===== src/rtl/mm_pkg.sv =====
// Shared types, default sizes and address helper for the matrix-multiply feeder.
package mm_pkg;
  localparam int ACT_WIDTH_DEF = 16;
  localparam int N_DEF         = 2;
  localparam int K_DEF         = 2;
  localparam int MAX_PREC_DEF  = 8;
  localparam int AW_DEF        = 8;

  typedef enum logic [3:0] {
    IDLE, ACT_FETCH, ACT_WAIT, ACT_PUSH, W_FETCH, W_WAIT, W_PUSH, GAP, RUN, DONE
  } state_t;

  // Row r, reduction step k lives at r*K+k in both memories.
  function automatic int addr_of(input int r, input int k, input int kdim = K_DEF);
    return r * kdim + k;
  endfunction

  // Counter width that never collapses to zero bits for a size of one.
  function automatic int cnt_width(input int n);
    return (n > 1) ? $clog2(n) : 1;
  endfunction
endpackage


===== src/rtl/mm_stage_fetch.sv =====
// Walks rows 0..N-1 for one reduction step, issues memory addresses and
// captures the one-cycle-late read data into an N-entry staging register.
module mm_stage_fetch
  import mm_pkg::*;
#(
  parameter int WIDTH = 16,
  parameter int N     = 2,
  parameter int K     = 2,
  parameter int AW    = 8,
  parameter int KW    = 1
) (
  input  logic               clk,
  input  logic               rst,
  input  logic               fetch,
  input  logic [KW-1:0]      k,
  input  logic [WIDTH-1:0]   rd_data,
  output logic [AW-1:0]      rd_addr,
  output logic               last,
  output logic [N*WIDTH-1:0] stage
);
  localparam int RW = cnt_width(N);

  logic [RW-1:0] r;
  logic [RW-1:0] cap_idx;
  logic          cap_valid;

  // The capture pipeline trails the address by one cycle, so the final row
  // lands during the wait state that follows the fetch burst.
  always_ff @(posedge clk) begin
    if (!rst) begin
      r         <= '0;
      cap_idx   <= '0;
      cap_valid <= 1'b0;
      stage     <= '0;
    end else begin
      cap_valid <= fetch;
      cap_idx   <= r;
      if (fetch) r <= last ? '0 : r + RW'(1);
      else       r <= '0;
      if (cap_valid) stage[int'(cap_idx)*WIDTH +: WIDTH] <= rd_data;
    end
  end

  assign last    = (r == RW'(N - 1));
  assign rd_addr = fetch ? AW'(addr_of(int'(r), int'(k), K)) : '0;
endmodule


===== src/rtl/mm_feeder.sv =====
// Loads activations and bit-serial weights from memory into the systolic
// array FIFOs, then runs the array for K*precision cycles.
module mm_feeder
  import mm_pkg::*;
#(
  parameter int ACT_WIDTH = ACT_WIDTH_DEF,
  parameter int N         = N_DEF,
  parameter int K         = K_DEF,
  parameter int MAX_PREC  = MAX_PREC_DEF,
  parameter int AW        = AW_DEF
) (
  input  logic                   clk,
  input  logic                   rst,
  input  logic                   start,
  input  logic [3:0]             precision,
  output logic [AW-1:0]          act_rd_addr,
  input  logic [ACT_WIDTH-1:0]   act_rd_data,
  output logic [AW-1:0]          w_rd_addr,
  input  logic [MAX_PREC-1:0]    w_rd_data,
  output logic [N*ACT_WIDTH-1:0] act_din,
  output logic                   wr_en_act,
  input  logic [N-1:0]           act_full,
  output logic [N-1:0]           w_din,
  output logic                   wr_en_w,
  input  logic [N-1:0]           w_full,
  output logic                   active,
  output logic                   busy,
  output logic                   done,
  output logic                   err
);
  localparam int KW = cnt_width(K);
  localparam int PW = cnt_width(MAX_PREC);

  state_t          state, state_n;
  logic [KW-1:0]   k, k_n;
  logic [PW-1:0]   p, p_n;
  logic [3:0]      prec_q, prec_n;
  logic            gap, gap_n;
  logic            err_q, err_n;
  logic            act_last, w_last;
  logic [N*MAX_PREC-1:0] w_stage;
  logic [PW-1:0]   p_last;
  logic            k_last;
  logic            prec_ok;

  assign p_last  = PW'(prec_q - 4'd1);
  assign k_last  = (k == KW'(K - 1));
  assign prec_ok = (precision != 4'd0) && (int'(precision) <= MAX_PREC);

  always_ff @(posedge clk) begin
    if (!rst) begin
      state  <= IDLE;
      k      <= '0;
      p      <= '0;
      prec_q <= '0;
      gap    <= 1'b0;
      err_q  <= 1'b0;
    end else begin
      state  <= state_n;
      k      <= k_n;
      p      <= p_n;
      prec_q <= prec_n;
      gap    <= gap_n;
      err_q  <= err_n;
    end
  end

  // RUN reuses the k/p counters so it lasts exactly K*prec_q cycles.
  always_comb begin
    state_n   = state;
    k_n       = k;
    p_n       = p;
    prec_n    = prec_q;
    gap_n     = gap;
    err_n     = 1'b0;
    wr_en_act = 1'b0;
    wr_en_w   = 1'b0;
    unique case (state)
      IDLE: begin
        if (start) begin
          if (prec_ok) begin
            prec_n  = precision;
            k_n     = '0;
            p_n     = '0;
            gap_n   = 1'b0;
            state_n = ACT_FETCH;
          end else begin
            err_n = 1'b1;
          end
        end
      end
      ACT_FETCH: if (act_last) state_n = ACT_WAIT;
      ACT_WAIT:  state_n = ACT_PUSH;
      ACT_PUSH: begin
        if (act_full == '0) begin
          wr_en_act = 1'b1;
          if (k_last) begin
            k_n     = '0;
            state_n = W_FETCH;
          end else begin
            k_n     = k + KW'(1);
            state_n = ACT_FETCH;
          end
        end
      end
      W_FETCH: if (w_last) state_n = W_WAIT;
      W_WAIT:  state_n = W_PUSH;
      W_PUSH: begin
        if (w_full == '0) begin
          wr_en_w = 1'b1;
          if (p == p_last) begin
            p_n = '0;
            if (k_last) begin
              k_n     = '0;
              state_n = GAP;
            end else begin
              k_n     = k + KW'(1);
              state_n = W_FETCH;
            end
          end else begin
            p_n = p + PW'(1);
          end
        end
      end
      GAP: begin
        gap_n = ~gap;
        if (gap) state_n = RUN;
      end
      RUN: begin
        if (p == p_last) begin
          p_n = '0;
          if (k_last) begin
            k_n     = '0;
            state_n = DONE;
          end else begin
            k_n = k + KW'(1);
          end
        end else begin
          p_n = p + PW'(1);
        end
      end
      DONE:    state_n = IDLE;
      default: state_n = IDLE;
    endcase
  end

  mm_stage_fetch #(.WIDTH(ACT_WIDTH), .N(N), .K(K), .AW(AW), .KW(KW)) u_act_fetch (
    .clk(clk), .rst(rst), .fetch(state == ACT_FETCH), .k(k), .rd_data(act_rd_data),
    .rd_addr(act_rd_addr), .last(act_last), .stage(act_din)
  );

  mm_stage_fetch #(.WIDTH(MAX_PREC), .N(N), .K(K), .AW(AW), .KW(KW)) u_w_fetch (
    .clk(clk), .rst(rst), .fetch(state == W_FETCH), .k(k), .rd_data(w_rd_data),
    .rd_addr(w_rd_addr), .last(w_last), .stage(w_stage)
  );

  for (genvar i = 0; i < N; i++) begin : g_wdin
    logic [MAX_PREC-1:0] word;
    assign word     = w_stage[i*MAX_PREC +: MAX_PREC];
    assign w_din[i] = (state == W_PUSH) && word[p];
  end

  assign active = (state == RUN);
  assign busy   = (state != IDLE);
  assign done   = (state == DONE);
  assign err    = err_q;
endmodule


===== config.mk =====
export PLATFORM = sky130hd
export DESIGN_NAME = mm_feeder
export DESIGN_NICKNAME = d
export VERILOG_FILES = /design/src/rtl/mm_pkg.sv /design/src/rtl/mm_stage_fetch.sv /design/src/rtl/mm_feeder.sv
export SDC_FILE = /design/constraint.sdc
export NUM_CORES = 1
export LEC_CHECK = 0
export BUFFER_PORTS_ARGS = -buffer_cell sky130_fd_sc_hd__buf_2
export CAP_MARGIN = 20
export CORE_ASPECT_RATIO = 0.5
export CORE_MARGIN = 2
export CORE_UTILIZATION = 34
export CTS_CLUSTER_DIAMETER = 50
export DETAILED_ROUTE_END_ITERATION = 10
export HOLD_SLACK_MARGIN = 0.08
export SYNTH_ARGS = -nofsm -noshare
export SYNTH_HDL_FRONTEND = slang
export SYNTH_SLANG_ARGS = --single-unit

===== constraint.sdc =====
create_clock -name clk -period 2.25 [get_ports clk]
set_input_delay 0 -clock clk [delete_from_list [all_inputs] [get_ports clk]]
set_output_delay 0 -clock clk [all_outputs]
set_load 0.1 [all_outputs]

# Word-level counts from Yosys, hierarchy flattened
# Index checks and enable logic that the tools add are counted.
totals:
  register_bits: 67
  out_inout_bits: 56
classes:
  addsub: 9
  n_lt_le_gt_ge: 2
  n_eq_ne: 20
  n_shift: 4
  n_mux: 39
  bitwise: 4
  reduce_logical: 19
op_table:
  columns: ["cell", "count"]
  rows:
  - ["2-to-1 mux 4 bit", 10]
  - ["one-hot mux 4 bit (9 select lines)", 1]
  - ["negator 4 -> 33 bit", 1]
  - ["negator 5 -> 33 bit", 1]
  - ["variable shift 16 x 33 -> 32 bit (first input constant)", 1]
  - ["variable shift 8 x 33 -> 16 bit (first input constant)", 1]
  - ["variable part select 16 x 33 -> 32 bit", 1]
  - ["variable part select 8 x 33 -> 16 bit", 1]
  - ["bitwise mux 32 bit", 1]
  - ["bitwise mux 16 bit", 1]
  - ["== test 4 x 3 -> 1 bit (second input constant)", 4]
  - ["2-to-1 mux 8 bit", 2]
  - ["inequality test 2 bit (second input constant)", 8]
  - ["2-to-1 mux 3 bit", 5]
  - ["2-to-1 mux 1 bit", 13]
  - ["nonzero test 4 bit", 3]
  - ["AND reduction 10 bit", 1]
  - ["one-hot mux 3 bit (3 select lines)", 1]
  - ["AND reduction 3 bit", 3]
  - ["== test 4 x 2 -> 1 bit (second input constant)", 2]
  - ["== test 4 bit (second input constant)", 2]
  - ["adder 2 x 1 -> 3 bit", 2]
  - ["binary-select mux 1 bit (select 3 bit)", 2]
  - ["OR reduction 3 bit", 2]
  - ["other kinds (19)", 28]

# Depth between registers and ports, before layout
# Gate-level depths: netlist of the first run.
logic_depth:
  depth_word: 5
  mapped_depth: 7

# Modules after synthesis
# From an unflattened synthesis of the first run, not the netlist that was laid out.
unflattened:
  hier_cells: 346
  hier_area_um2: 3276.9
by_module_without_submodules:
  columns: ["module", "n_inst", "cells_per_inst", "area_each_um2", "seq_area_each_um2"]
  rows:
  - ["mm_stage_fetch (u_act_fetch)", 1, 138, 1390.1, 700.7]
  - ["mm_feeder", 1, 130, 1118.6, 260.2]
  - ["mm_stage_fetch (u_w_fetch)", 1, 78, 768.2, 380.4]

# Worst setup path before layout of the first run
# OpenSTA, ideal clock, no wires.
synth_path:
  path_kind: "register to register"
  from: "reg state[3]"
  to: "reg k"
  setup_ns: 0.091
  t_arrival_ns: 4.195
  required_time_ns: 2.159
  slack_ns: -2.035
  stages_incl_launch_ff: 6
  synth_period_minus_slack_ns: 4.285
  path_cell_list: "dfxtp_1 > inv_1 > nor4_1 > or2_2 > a21oi_2 > a311oi_1"
synth_via:
  elab_chain_cells: 3
synth_lines:
  columns: ["item", "line", "rtl"]
  rows:
  - ["start: declaration", "mm_feeder.sv:34", "state_t state, state_n;"]
  - ["start signal: assignment", "mm_feeder.sv:59", "state <= state_n;"]
  - ["== test 4 bit (*)", null, null]
  - ["via active", "mm_feeder.sv:26", "output logic active,"]
  - ["nonzero test 4 bit (no line)", null, null]
  - ["AND reduction 5 bit (no line)", null, null]
  - ["end signal: assignment", "mm_feeder.sv:60", "k <= k_n;"]
  - ["end: declaration", "mm_feeder.sv:35", "logic [KW-1:0] k, k_n;"]
# Mark *: on every way through the listed nets, which the timed path passes. The rest lies on a longest branch.
# A chain may end at the register's enable or synchronous reset.

# Worst setup path after layout of the first run
layout_path:
  from: "reg p[0]"
  to: "out w_din[1]"
layout_via:
  elab_chain_cells: 3
layout_lines:
  columns: ["item", "line", "rtl"]
  rows:
  - ["start: declaration", "mm_feeder.sv:36", "logic [PW-1:0] p, p_n;"]
  - ["start signal: assignment", "mm_feeder.sv:61", "p <= p_n;"]
  - ["binary-select mux 1 bit (select 3 bit)", "mm_feeder.sv:160", "assign w_din[i] = (state == W_PUSH) && word[p];"]
  - ["2-to-1 mux 1 bit (implied by the code)", "mm_feeder.sv:160", null]
  - ["logical AND 1 bit", "mm_feeder.sv:160", null]
  - ["end: declaration", "mm_feeder.sv:23", "output logic [N-1:0] w_din,"]
# No other way between the ends. The select of a mux whose other input is x is not followed.

==> impl_metrics.tcl, run 1 <==
set metrics [dict create \
    final_antenna_net_count 0 \
    wire_per_inst_um 12.9 \
    port-buffer-count 78 \
    drt-initial-drc-count 60 \
    hold_viol_final 0 \
    place_hpwl_um 5060 \
    cts_buffers 9 \
    die_y_um 71.4 \
    root_buffer "clkbuf_16" \
    grt.busiest_layer "met2" \
    fin_crit_sh_pct 91.7 \
    track_usage_pct 15.5 \
    antennaDiodeCount 0 \
    power_density_nw_per_um2 992 \
    cp-end-kind "output port" \
    ys_dominant_reg_cell "dfxtp_1" \
    nNetsFinal 494 \
    seq_area_frac_synth_pct 43.4 \
    post-route-drc-count 0 \
    post_synth_num_cell_types 53 \
    drive_gt1_share_pct 26.2 \
    initial_utilization_pct 35.2 \
    tightest_slew_ns 0.675 \
    max_cap_viol_count 0 \
    ctsResizeCount 0 \
    ys_seq_elements 67 \
    slew_viol_final 0 \
    clkTransAtPathRegs_ns 0.05 \
    cts_tree "done" \
    final_common_cell "nand2_1" \
    leakage_nw 1.71 \
    grt_use_met3_pct 3.74 \
    clk_path_buf_depth 2 \
    wl_um 7450 \
    setup_viol 0 \
    hp-class "in -> reg" \
    status "complete, no violations" \
    first_pass_iters 4 \
    met2_usage_pct 25.1 \
    use_met1_pct 20.6 \
    overflow 0 \
    yosysWarnings 0 \
    finClkSkew_ns 0.00684 \
    avgSynthCellArea_um2 8.58 \
    core_area_um2 8770 \
    grt_pass1_wl_um 12400 \
    worst-setup-path-type "reg -> out" \
    hold_slack_ns 0.114 \
    vias_per_cell 4.69 \
    die_w_um 139 \
    io_pins 91 \
    area_delta_synth_final_pct 34.0 \
    holdBufCountCts 30 \
    async_flop_share_pct 0 \
    slew_headroom_pct 55.0 \
    cp-start-kind "register" \
    synthCells 360 \
    synth_edf_count 0 \
    period_minus_slack_ns 2.06 \
    grt_pass1_vias 2582 \
    fmax_ghz 0.485 \
    rows 24 \
    clk_latency_ns 0.33 \
    grt_max_degree 35 \
    crit_path_max_fanout 8 \
    post_cts_buffers 0 \
    fp.dieArea_um2 9910 \
    vias 2713 \
    required_ns 2.25 \
    totalPowerFinal_mw 4.10 \
    layout_common_cells "nand2_1, buf_2, dfxtp_1, a21oi_1, dlygate4sd3_1" \
    rsz0062_at_grt "false" \
    cts-htree-levels 3 \
    syn_area_um2 3090 \
    routabilityCongestion 0.809 \
    crit_arrival_ns 2.06 \
    peakVddDrop_mv 0.681 \
    antenna_found_initial 0 \
    cts_sinks 67 \
]
==> path summary, 6_finish.rpt <==
kind                    startpoint                    end  slack, ns  depth (start not counted)
min                   precision[3]                    err       0.11                          4
max                           p[0]               w_din[1]       0.19                          4
min reg2reg  u_act_fetch.stage[28]  u_act_fetch.stage[28]       0.45                          2
max reg2reg               state[2]               state[3]       0.21                          5
==> kinds of logic after synthesis <==
kind of cell             count (synthesis)  share of synthesized area, %
multiplexers                            21                          8.43
adder cells (fa/ha/maj)                  2                         0.810
other                                    1                         0.121
flip-flops                              67                          43.4
buffers and inverters                   43                          8.02
XOR/XNOR                                 3                          1.34
AND/OR/NAND/NOR                        159                          25.0
AO/OA/AOI/OAI                           64                          12.8
==> worst max-delay path, stage by stage, from the launching register on <==
cell and delay [ns]:
dfxtp_1 0.61, mux4_2 0.58, mux2i_1 0.18, nor3_1 0.08, buf_2 0.29
==> per-layer routing <==
metal  vias up  part of all wire, %
li1       1397                    -
met1      1233                   49
met2        73                   44
met3        10                  5.0
met4         0                  1.3
met5         -                    0
==> where the power goes <==
group	total, mW	switching (mW)	internal [mW]
Sequential	1.40	0.132	1.27
Clock	1.40	0.509	0.886
Combinational	1.30	0.928	0.376
Total	4.10	1.57	2.53
==> registers in the layout, indices dropped and copies added, names as in the netlist <==
name,cells
k,1
u_act_fetch.stage,32
u_w_fetch.cap_idx,1
prec_q,3
u_w_fetch.last,1
state,4
u_w_fetch.stage,16
u_act_fetch.cap_idx,1
u_act_fetch.cap_valid,1
gap,1
p,3
err,1
u_act_fetch.last,1
u_w_fetch.cap_valid,1
==> synthesized netlist by cell type, types with 2 or more instances <==
| cell type | n | area, µm² |
|---|---|---|
| a21oi_1 | 45 | 225 |
| a21oi_2 | 2 | 17.5 |
| a311oi_1 | 2 | 17.5 |
| and2_1 | 3 | 18.8 |
| and3_1 | 5 | 31.3 |
| buf_2 | 3 | 15.0 |
| buf_4 | 14 | 105 |
| buf_6 | 4 | 45.0 |
| clkbuf_1 | 17 | 63.8 |
| dfxtp_1 | 67 | 1340 |
| ha_1 | 2 | 25.0 |
| inv_1 | 5 | 18.8 |
| mux2i_1 | 17 | 170 |
| mux4_2 | 4 | 90.1 |
| nand2_1 | 80 | 300 |
| nand2b_1 | 5 | 31.3 |
| nand3_1 | 11 | 55.1 |
| nand3b_1 | 2 | 15.0 |
| nor2_1 | 22 | 82.6 |
| nor2b_1 | 6 | 37.5 |
| nor3_1 | 6 | 30.0 |
| nor4_1 | 3 | 18.8 |
| o21ai_0 | 2 | 10.0 |
| o22ai_1 | 2 | 12.5 |
| o31ai_1 | 2 | 15.0 |
| xnor2_1 | 2 | 17.5 |
==> layout make-up <==
class	instances	area, µm²
inverters	5	18.8
clock buffers	10	239
fillers	874	4630
flip-flops and latches	67	1340
repair buffers	113	741
multi-input cells	261	1590
well taps	117	146
clock inverters	6	65.1
==> per-stage QoR <==
stage	util [%]	TNS, ns	std cells	area (µm²)	setup WS [ns]
finish	47.2	0	579	4140	0.188
global route	47.2	0	579	4140	0.0938
global placement	40.3	0	533	3530	0.391
CTS	47.2	0	579	4140	0.168
detailed placement	40.3	0	533	3530	0.307
floorplan	-	-1.77	371	3170	-0.648
Note: power is estimated with default switching activity, not from simulation.
==> inputs of run 2 (changes only) <==
- CELL_PAD_IN_SITES_DETAIL_PLACEMENT: default -> 0
- CELL_PAD_IN_SITES_GLOBAL_PLACEMENT: default -> 1
- PLACE_DENSITY_LB_ADDON: default -> 0.1
- clock period: 2.25 -> 2.7 ns (I/O delays scaled with it)
==> run 2 against run 1 <==
Combinational power decreased by 19%. Sequential cell count unchanged. Sequential share of layout area increased by 0.56 points. Clock skew decreased by 0.0020 ns. Final cell count decreased by 0.35%. Routed wire length increased by 4.3%. Via count increased by 1.5%. First-iteration DRC count increased by 85%. Largest power group unchanged. Die area unchanged. Count of clock-buffer cells in the layout increased by 1. Critical path depth unchanged. Largest cell class unchanged.
==> impl_metrics.tcl, run 2 (synthesis results as in run 1) <==
set metrics [dict create \
    status "complete, no violations" \
    drt-initial-drc-count 111 \
    port-buffer-count 78 \
    vias 2754 \
    finClkSkew_ns 0.00482 \
    clk_path_buf_depth 2 \
    fp.dieArea_um2 9910 \
    rsz0062_at_grt "false" \
    rrSetupSlack_ns 0.59 \
    hold_viol_final 0 \
    grt_pass1_wl_um 12800 \
    holdBufCountCts 30 \
    fin_cells 577 \
    crit_family "multiplexers" \
    min_from "precision[3]" \
    nNetsFinal 491 \
    routabilityCongestion 0.750 \
    root_buffer "clkbuf_16" \
    required_ns 2.70 \
    vias_per_cell 4.77 \
    overflow 0 \
    area_delta_synth_final_pct 31.7 \
    antenna_found_initial 0 \
    cp-start-kind "register" \
    slew_headroom_pct 39.2 \
    post_cts_buffers 0 \
    r2r-start "state[0]" \
    crit_arrival_ns 2.13 \
    cpMaxStageDelayCell "dfxtp_1" \
    post-route-drc-count 0 \
    cts-htree-levels 3 \
    ctsResizeCount 0 \
    grt_use_met3_pct 4.75 \
    max_cap_viol_count 0 \
    peakVddDrop_mv 0.684 \
    min_path_cells 4 \
    final_antenna_net_count 0 \
    hold_slack_ns 0.0957 \
    tightest_slew_ns 0.910 \
    max_flop_register "u_act_fetch.stage" \
    worst_slack_ns 0.570 \
    met2_usage_pct 25.8 \
    grt_pass1_vias 2615 \
    setup_viol 0 \
    fin_crit_sh_pct 78.9 \
    nFillCells 898 \
    largest_reg_flops 32 \
    grt_max_degree 49 \
    cts_tree "done" \
    cts_sinks 67 \
    die_y_um 71.4 \
    r2r_end "state[0]" \
    first_pass_iters 5 \
    use_met1_pct 21.6 \
    cts_buffers 9 \
    drive_gt1_share_pct 25.5 \
    leakage_nw 1.68 \
    rr_worst_depth 5 \
    power_density_nw_per_um2 832 \
    worst-setup-path-type "reg -> out" \
    initial_utilization_pct 35.2 \
    slowest_delay_ns 0.61 \
    hold_end "err" \
    grt.busiest_layer "met2" \
    clk_latency_ns 0.32 \
    place_inst 530 \
    core_area_um2 8770 \
    crit_path_max_fanout 8 \
    hp-class "in -> reg" \
    io_pins 91 \
    slew_viol_final 0 \
    period_minus_slack_ns 2.13 \
    track_usage_pct 16.1 \
    pre_cts_ws_ns 0.607 \
    place_hpwl_um 5360 \
    reg.largest.list "u_act_fetch.stage: 32 flops, u_w_fetch.stage: 16 flops, state: 4 flops" \
    path_buf_inv 1 \
    wl_um 7770 \
    tns_ns 0 \
    final_common_cell "nand2_1" \
    fmax_ghz 0.469 \
    layout_common_cells "nand2_1, buf_2, dfxtp_1, a21oi_1, dlygate4sd3_1" \
    wire_per_inst_um 13.5 \
    path_cells "mux4_2 -> mux2i_1 -> nor3_2 -> buf_2" \
    die_w_um 139 \
    cp-end-kind "output port" \
    clkTransAtPathRegs_ns 0.06 \
    rows 24 \
]
## run 2: routing by layer
| metal | part of all wire [%] | vias up |
|---|---|---|
| li1 | - | 1388 |
| met1 | 50 | 1282 |
| met2 | 44 | 74 |
| met3 | 5.2 | 10 |
| met4 | 0.82 | 0 |
| met5 | 0 | - |
## run 2: where the power goes
part	internal [mW]	total (mW)	switching, mW
clock	0.735	1.15	0.416
sequential	1.06	1.19	0.128
combinational	0.300	1.05	0.748
total	2.09	3.38	1.29
## run 2: through the flow
step                total power, mW  instance area, µm²  util, %
floorplan                      2.08                3150        -
global placement               2.20                3470     39.6
detailed placement             2.22                3470     39.6
CTS                            3.42                4060     46.3
global route                   3.55                4060     46.3
finish                         3.39                4070     46.4
## run 2: worst max-delay path by stage
stage | cells after the start | from | to | slack (ns)
floorplan | 3 | state[3] | wr_en_act | -0.87
global placement | 5 | state[0] | state[1] | 0.70
detailed placement | 5 | state[0] | state[0] | 0.61
CTS | 4 | p[0] | w_din[0] | 0.55
global route | 3 | state[0] | wr_en_act | 0.44
finish | 4 | p[0] | w_din[0] | 0.57
## run 2: layout make-up
class,instances,area [µm²],share of cell area (%)
Clock inverter,5,52.6,1.29
Multi-Input combinational cell,261,1560,38.3
Inverter,5,18.8,0.462
Antenna cell,1,2.50,0.0615
Tap cell,117,146,3.60
Sequential cell,67,1340,33.0
Timing Repair Buffer,110,706,17.4
Clock buffer,11,243,5.97
## run 2: worst register-to-register path, stage by stage, from the launching register on
cell and delay (ns):
dfxtp_1 0.85, or4b_4 0.57, o22ai_1 0.20, a221oi_2 0.08, nand2_2 0.15, mux2i_1 0.19
==> inputs of run 3 (changes only) <==
- clock period: 2.7 -> 1.96 ns (I/O delays scaled with it)
==> run 3 against run 2 <==
Sequential cell count stayed put. Power grew 46%. Global-route usage rose by 0.11 points. Critical endpoint is now w_din[1]. First-iteration DRC count is 3.6% lower. Sequential power rose by 35%. Design area rose by 4.5%. Die area unchanged. Clock power grew 59%. Critical path depth did not move. Final cell count rose by 0.87%. Largest cell class unchanged. Non-clock buffer count up 6. Combinational power grew 44%.
==> impl_metrics.tcl, run 3 (synthesis results as in run 1) <==
set metrics [dict create \
    status "complete, no violations" \
    root_buffer "clkbuf_16" \
    worst-setup-path-type "reg -> out" \
    vias_per_cell 4.79 \
    vias 2788 \
    peakVddDrop_mv 0.880 \
    wire_per_inst_um 13.4 \
    port-buffer-count 78 \
    post-route-drc-count 0 \
    grt_max_degree 54 \
    rsz0062_at_grt "false" \
    ff_latch_area_um2 1350 \
    crit_arrival_ns 1.85 \
    required_ns 1.96 \
    rrSetupSlack_ns 0.15 \
    layout_common_cells "nand2_1, buf_2, dfxtp_1, a21oi_1, dlygate4sd3_1" \
    clk_latency_ns 0.33 \
    first_pass_iters 5 \
    r2r-start "prec_q[0]" \
    nFillCells 863 \
    cp-end-kind "output port" \
    wl_um 7790 \
    worst_slack_ns 0.112 \
    final_core_util_pct 48.4 \
    clkTransAtPathRegs_ns 0.06 \
    io_pins 91 \
    hp-class "in -> reg" \
    max_flop_register "u_act_fetch.stage" \
    area_delta_synth_final_pct 37.6 \
    die_w_um 139 \
    fin_crit_sh_pct 94.3 \
    pre_cts_ws_ns 0.0741 \
    fmax_ghz 0.541 \
    setup_viol 0 \
    cts_tree "done" \
    slew_viol_final 0 \
    antenna_found_initial 0 \
    max_cap_viol_count 0 \
    leakage_nw 1.75 \
    cts-htree-levels 3 \
    post_cts_buffers 0 \
    reg.largest.list "u_act_fetch.stage: 32 flops, u_w_fetch.stage: 16 flops, state: 4 flops" \
    drt-initial-drc-count 107 \
    routabilityCongestion 0.749 \
    crit_family "multiplexers" \
    tightest_slew_ns 0.671 \
    cts_buffers 9 \
    path_depth 4 \
    slew_headroom_pct 55.2 \
    min_path_cells 4 \
    rr_worst_depth 6 \
    rows 24 \
    multiInputGateArea_um2 1600 \
    r2r_end "k" \
    overflow 0 \
    finClkSkew_ns 0.00530 \
    hold_slack_ns 0.0891 \
    place_hpwl_um 5380 \
    final_common_cell "nand2_1" \
    cp-start-kind "register" \
    min_from "precision[3]" \
    grt_pass1_vias 2571 \
    largest_reg_flops 32 \
    crit_path_max_fanout 5 \
    fp.dieArea_um2 9910 \
    slowest_delay_ns 0.55 \
    cpMaxStageDelayCell "mux4_2" \
    hold_end "err" \
    path_cells "mux4_2 -> mux2i_1 -> nor3_4 -> buf_4" \
    totalPowerFinal_mw 4.96 \
    final_antenna_net_count 0 \
    initial_utilization_pct 35.2 \
    core_area_um2 8770 \
    cts_sinks 67 \
    hold_viol_final 0 \
    period_minus_slack_ns 1.85 \
    drive_gt1_share_pct 28.6 \
    track_usage_pct 16.2 \
    die_y_um 71.4 \
    antennaDiodeCount 0 \
    nNetsFinal 497 \
    path_buf_inv 1 \
    clk_path_buf_depth 2 \
    power_density_nw_per_um2 1170 \
    grt_pass1_wl_um 12700 \
]
==> run 3: cell types whose count changed in the layout (fill, tap and decap cells not counted), moves of 2 or more <==
cell | before | now
buf_4 | 2 | 10
nor3_4 | 1 | 3
buf_12 | 0 | 3
bufinv_16 | 1 | 3
dfxtp_2 | 0 | 5
dfxtp_1 | 67 | 62
buf_2 | 78 | 73
nor4_1 | 2 | 0
==> run 3: per-stage QoR <==
step | cell area [µm²] | TNS [ns] | instances
6_report | 4250 | 0 | 582
5_1_grt | 4250 | 0 | 582
4_1_cts | 4240 | 0 | 582
3_5_place_dp | 3600 | 0 | 537
3_3_place_gp | 3600 | 0 | 537
2_1_floorplan | 3190 | -1.13 | 371
==> run 3: area by class of cell <==
cell class                 count  area share, %
inverter                       5          0.442
sequential                    67           31.7
multi-input combinational    261           37.6
clock buffer                   9           5.30
tap                          117           3.45
clock inverter                 7           2.74
timing repair buffer         116           18.8
==> run 3: power by group <==
part | total (mW) | switching (mW) | internal (mW)
Combinational | 1.51 | 1.07 | 0.445
Clock | 1.83 | 0.589 | 1.24
Sequential | 1.61 | 0.149 | 1.46
==> run 3: per-layer routing <==
layer	GRT usage [%]	wire length, µm	part of all wire, %	up-vias
li1	-	-	-	1407
met3	4.95	482	6.2	9
met5	0	0	0	-
met2	25.0	3440	44	89
met1	21.9	3770	48	1283
met4	5.39	91	1.2	0
==> run 3: how the worst max path moves through the flow <==
| stage | from | end | slack (ns) |
|---|---|---|---|
| floorplan | state[3] | wr_en_act | -0.44 |
| global placement | state[2] | k | 0.15 |
| detailed placement | state[2] | k | 0.07 |
| CTS | state[3] | active | 0.04 |
| global route | prec_q[0] | k | 0.009 |
| finish | p[0] | w_din[1] | 0.11 |
==> run 3: what timing repair did <==
| item | CTS | global route |
|---|---|---|
| hold buffers | 29 | 0 |
| resized for setup | 5 | 2 |
| endpoints found under the setup margin | 2 | 6 |
| hold endpoints to repair | 58 | 0 |
==> run 3: worst register-to-register path, delay by kind of cell, from the launching register on <==
family                     cells  cell delay, ns
AOI/OAI and AO/OA              2            0.68
xor gates and xnor gates       1            0.23
and+or+nand+nor                1            0.09
DFF                            1            0.36
adders and majority gates      1            0.29
buffers and inverters          1            0.06
